--- config.mk ---
export PLATFORM = sky130hd
export DESIGN_NAME = image_stream_ctrl
export DESIGN_NICKNAME = d
export VERILOG_FILES = /design/src/rtl/image_stream_ctrl.sv
export SDC_FILE = /design/constraint.sdc
export NUM_CORES = 1
export LEC_CHECK = 0
export ABC_AREA = 1
export CAP_MARGIN = 20
export CORE_AREA = 2 2 653 655
export DETAILED_ROUTE_END_ITERATION = 8
export DIE_AREA = 0 0 655 657
export HOLD_SLACK_MARGIN = 0.12
export PLACE_DENSITY = 0.35
export SYNTH_ARGS = -nofsm -noshare
export SYNTH_HDL_FRONTEND = slang
export SYNTH_SLANG_ARGS = --single-unit
--- constraint.sdc ---
create_clock -name clk -period 1.9 [get_ports clk]
set_input_delay 0.38 -clock clk [delete_from_list [all_inputs] [get_ports clk]]
set_output_delay 0.38 -clock clk [all_outputs]
set_load 0.01 [all_outputs]
--- src/rtl/image_stream_ctrl.sv ---
// image_stream_ctrl: loads a binary image into the image memory, then streams it
// out one pixel at a time over a valid/ready handshake.
`default_nettype none

module image_stream_ctrl #(
   parameter int NUM_PIXELS = 784,
   parameter int ADDR_W     = 16
) (
   input  logic                  clk,
   input  logic                  reset,
   input  logic                  start,
   input  logic                  abort,
   input  logic [NUM_PIXELS-1:0] pixel_in,
   output logic                  mem_reset,
   output logic                  mem_init,
   output logic [NUM_PIXELS-1:0] mem_pixel_data,
   output logic [ADDR_W-1:0]     mem_address,
   input  logic [31:0]           mem_data_out,
   input  logic                  mem_done,
   output logic                  pix_valid,
   input  logic                  pix_ready,
   output logic [31:0]           pix_data,
   output logic [9:0]            pix_index,
   output logic                  pix_last,
   output logic                  busy,
   output logic                  done
);

   typedef enum logic [2:0] {
      S_IDLE    = 3'd0,
      S_CLR     = 3'd1,
      S_LOAD    = 3'd2,
      S_FETCH   = 3'd3,
      S_CAPTURE = 3'd4,
      S_PRESENT = 3'd5,
      S_FINISH  = 3'd6
   } state_t;

   localparam logic [9:0] LAST_K = 10'(NUM_PIXELS - 1);

   state_t                state_q, state_d;
   logic [9:0]            k_q, k_d;
   logic [NUM_PIXELS-1:0] img_q, img_d;
   logic [31:0]           data_q, data_d;
   logic [9:0]            idx_q, idx_d;
   logic                  last_q, last_d;
   logic                  mem_reset_q, mem_init_q, pix_valid_q, busy_q, done_q;

   always_comb begin
      state_d = state_q;
      k_d     = k_q;
      img_d   = img_q;
      data_d  = data_q;
      idx_d   = idx_q;
      last_d  = last_q;
      case (state_q)
         S_IDLE: begin
            if (start) begin
               img_d   = pixel_in;
               k_d     = 10'd0;
               state_d = S_CLR;
            end
         end
         S_CLR:     state_d = S_LOAD;
         S_LOAD:    if (mem_done) state_d = S_FETCH;
         S_FETCH:   state_d = S_CAPTURE;
         S_CAPTURE: begin
            data_d  = mem_data_out;
            idx_d   = k_q;
            last_d  = (k_q == LAST_K);
            state_d = S_PRESENT;
         end
         S_PRESENT: begin
            if (pix_ready) begin
               if (k_q == LAST_K) begin
                  state_d = S_FINISH;
               end else begin
                  k_d     = k_q + 10'd1;
                  state_d = S_FETCH;
               end
            end
         end
         S_FINISH:  state_d = S_IDLE;
         default:   state_d = S_IDLE;
      endcase
      // Abort wins over everything, including a handshake in the same cycle.
      if (abort && (state_q != S_IDLE)) begin
         state_d = S_IDLE;
         k_d     = k_q;
      end
   end

   // Status outputs are registered from the next state so they never glitch.
   always_ff @(posedge clk or negedge reset) begin
      if (!reset) begin
         state_q     <= S_IDLE;
         k_q         <= 10'd0;
         img_q       <= '0;
         data_q      <= 32'd0;
         idx_q       <= 10'd0;
         last_q      <= 1'b0;
         mem_reset_q <= 1'b0;
         mem_init_q  <= 1'b0;
         pix_valid_q <= 1'b0;
         busy_q      <= 1'b0;
         done_q      <= 1'b0;
      end else begin
         state_q     <= state_d;
         k_q         <= k_d;
         img_q       <= img_d;
         data_q      <= data_d;
         idx_q       <= idx_d;
         last_q      <= last_d;
         mem_reset_q <= (state_d == S_CLR);
         mem_init_q  <= (state_d == S_LOAD);
         pix_valid_q <= (state_d == S_PRESENT);
         busy_q      <= (state_d != S_IDLE);
         done_q      <= (state_d == S_FINISH);
      end
   end

   assign mem_reset      = mem_reset_q;
   assign mem_init       = mem_init_q;
   assign mem_pixel_data = img_q;
   assign mem_address    = ADDR_W'(k_q);
   assign pix_valid      = pix_valid_q;
   assign pix_data       = data_q;
   assign pix_index      = idx_q;
   assign pix_last       = last_q;
   assign busy           = busy_q;
   assign done           = done_q;

endmodule

`default_nettype wire

==> metrics.txt <==
Routed WL=330000 um; Slew @ Worst Pin=667 ps; utilization after layout=16.4%; post-route ant nets=0; GRT overflow=0; hold wc startpoint=pixel_in[168]; vias in the first global route=37.4k; Hold Path Cell Cnt=3; Port-buffer cells=1663; Post-Syn Area=0.0323 mm2; Starting Density=7.63%; most common cell in the netlist=nand2_1; fin area=0.0692 mm2; FF-to-FF path depth=8; Synth-to-Final Area Change=114%; worst path buffer plus inverter count=4; max-slew violations=0; Max-Cap Viols=0; final setup margin=-205 ps; WP data arrival=2820 ps; global-route wire length before repair=409000 um; Netlist cell types=31; Die H=657 um; R2R Path End=mem_pixel_data[582]$_DFFE_PN0P_; f_max=475 MHz; synth top area cells=dfrtp_1 (66%), nand2_1 (29%), buf_4 (3.0%); CP max stage delay=410 ps; Longest Clk Path Bufs=4; critical path type=flop to flop; post-DP HPWL=276000 um; outcome=finished with violations; Worst Setup SP=state_q[0]$_DFF_PN0_; Synth Area per Inst=8.92 um2; Clock Latency Late Sink=910 ps; total CTS buffers=121; Crit path required time=2620 ps; Async S/R FF share, synth=100%; Lkg Pwr=0.0330 uW; Final Hold Viols=0; clock skew=114 ps; initial DRC count=2696; slowest CP cell=dfrtp_1; Final Cycle Share=111%; initial antenna violation count=154; top post-synthesis cells by count=nand2_1 (2489), dfrtp_1 (845), buf_4 (131); post-synth top area share=65.5%; die extent in x=655 um; Primary FF master, synth=dfrtp_1; Layout Nets=7052; number of synthesized flops with an enable pin=0; placed instance area=0.0572 mm2; Reg-to-Reg Start=state_q[0]$_DFF_PN0_; largest net degree at the start of global routing=61; CTS Sinks=845; fin crit period=2100 ps; element type at the critical path start=flop; RSZ-0062 raised after global routing=yes; Max IR drop VDD=0.784 mV; Final GP Congestion=0.923; CP cell instances=nor2_4, buf_12, nand3_4, buf_12, buf_16, clkbuf_16, nand2_1, nand2_1; internal reg-to-reg setup slack=-200 ps; length of the first detailed-routing pass in iterations=5; WL/cell=27.4 um; Synth area leader=dfrtp_1; pwr/cell area=1680 mW/mm2; Vias=36.9k; Slew headroom=55.4%; fill count=47.9k; H-tree levels=3; Ports=1670; endpoint type of the worst setup path=flop; # setup viols final=629; CP top delay family=buffers and inverters; row cnt=239; area of the core=0.423 mm2; Worst Path Max Fanout=28; YS warnings=0; sequential element share of the synthesized area=65.5%; Reg clk slew, reported paths=60 ps; cell count after synthesis=3616; Root Driver=clkbuf_16; #FFs+latches synth=845; fraction of layout cells with a size suffix above 1=28.1%; Remaining DRCs=0; dpl ws=-434 ps; failing checks=setup timing; Die ar.=0.430 mm2; Hold EP=mem_pixel_data[168]$_DFFE_PN0P_; CTS tree=yes; Global Route Usage Sum=14.5%; post-DR vias/cell=3.06; Hold Path Class=primary input to flop
cell usage in the layout (no fill, tap or decap), drive strengths merged:
master / count
nand2: 2490
buf: 1262
dfrtp: 845
clkdlybuf4s50: 820
dlygate4sd3: 543
clkbuf: 201
diode: 50
clkinv: 23
inv: 22
o21ai: 22
nor2: 19
clkdlybuf4s15: 15
bufinv: 11
nand3: 11
xor2: 6
conb: 6
bufbuf: 5
nor3: 3
clkinvlp: 3
a21oi: 2
nor3b: 1
nand4: 1
o2111ai: 1
or2: 1
a31oi: 1
nand3b: 1
nand2b: 1
ha: 1
area by class of cell:
class	instances	area, um2	area share, %
multi-input combinational	2567	10600	15.3
antenna	50	125	0.181
timing repair buffer	2675	26000	37.6
clock buffer	171	3550	5.12
clock inverter	40	559	0.808
sequential	845	21200	30.6
inverter	19	88.8	0.128
tap	5663	7090	10.2
power breakdown:
part           internal, uW  switching [uW]
logic                 24600           34500
clock network         14400            9530
registers             26700            6810
total                 65600           50800
worst max path at each step:
stage / endpoint / slack [ps] / depth (start not counted)
2_1_floorplan: k_q[5]$_DFFE_PN0P_ / 400 / 9
3_3_place_gp: mem_pixel_data[655]$_DFFE_PN0P_ / -420 / 7
3_5_place_dp: mem_pixel_data[655]$_DFFE_PN0P_ / -430 / 7
4_1_cts: mem_pixel_data[690] / -160 / 1
5_1_grt: mem_pixel_data[705]$_DFFE_PN0P_ / -170 / 8
6_report: mem_pixel_data[582]$_DFFE_PN0P_ / -200 / 8
metal layers:
layer  part of all wire [%]  GRT usage (%)  up-vias  wire (um)
met3                    8.4           4.30      341      27600
met4                    2.1           2.74       54       6880
li1                       -              -    16254          -
met2                     45           23.3     1704     149000
met1                     44           19.2    18516     146000
met5                   0.10              0        -        343
worst reg2reg max path, stage by stage (launching register included):
cell and delay [ps]:
dfrtp_1 410, nor2_4 160, buf_12 130, nand3_4 150, buf_12 210, buf_16 160, clkbuf_16 590, nand2_1 60
nand2_1 60
logic make-up after synthesis:
kind of cell,synth area share (%)
and+or+nand+nor,29.6
DFF,65.5
buffers and inverters,4.24
AOI/OAI and AO/OA,0.430
xor gates and xnor gates,0.163
adders and majority gates,0.0388
other,0.0116
state kept, by name, indices dropped and copies added, names as in the netlist:
| register | count |
|---|---|
| mem_pixel_data | 784 |
| pix_data | 32 |
| k_q | 10 |
| pix_index | 10 |
| state_q | 3 |
| busy | 1 |
| done | 1 |
| mem_init | 1 |
| mem_reset | 1 |
| pix_last | 1 |
| pix_valid | 1 |
through the flow:
step	hold WS [ps]	total power [uW]	std cells	TNS (ps)
floorplan	84.4	48500	3621	0
global placement	454	87500	11007	-189320
detailed placement	461	87400	11007	-193710
CTS	120	115000	11932	-47190
global route	156	123000	11997	-78290
finish	191	116000	12030	-46110
repair_timing:
action	in CTS	in global routing
endpoints found under the setup margin	1557	932
pin swaps	7	26
endpoints found under the hold margin	1252	0
gates cloned	29	39
buffers inserted	145	13
gates resized for setup	3931	229
hold buffers	543	0
No activity file was read; power rests on OpenSTA's default activity.
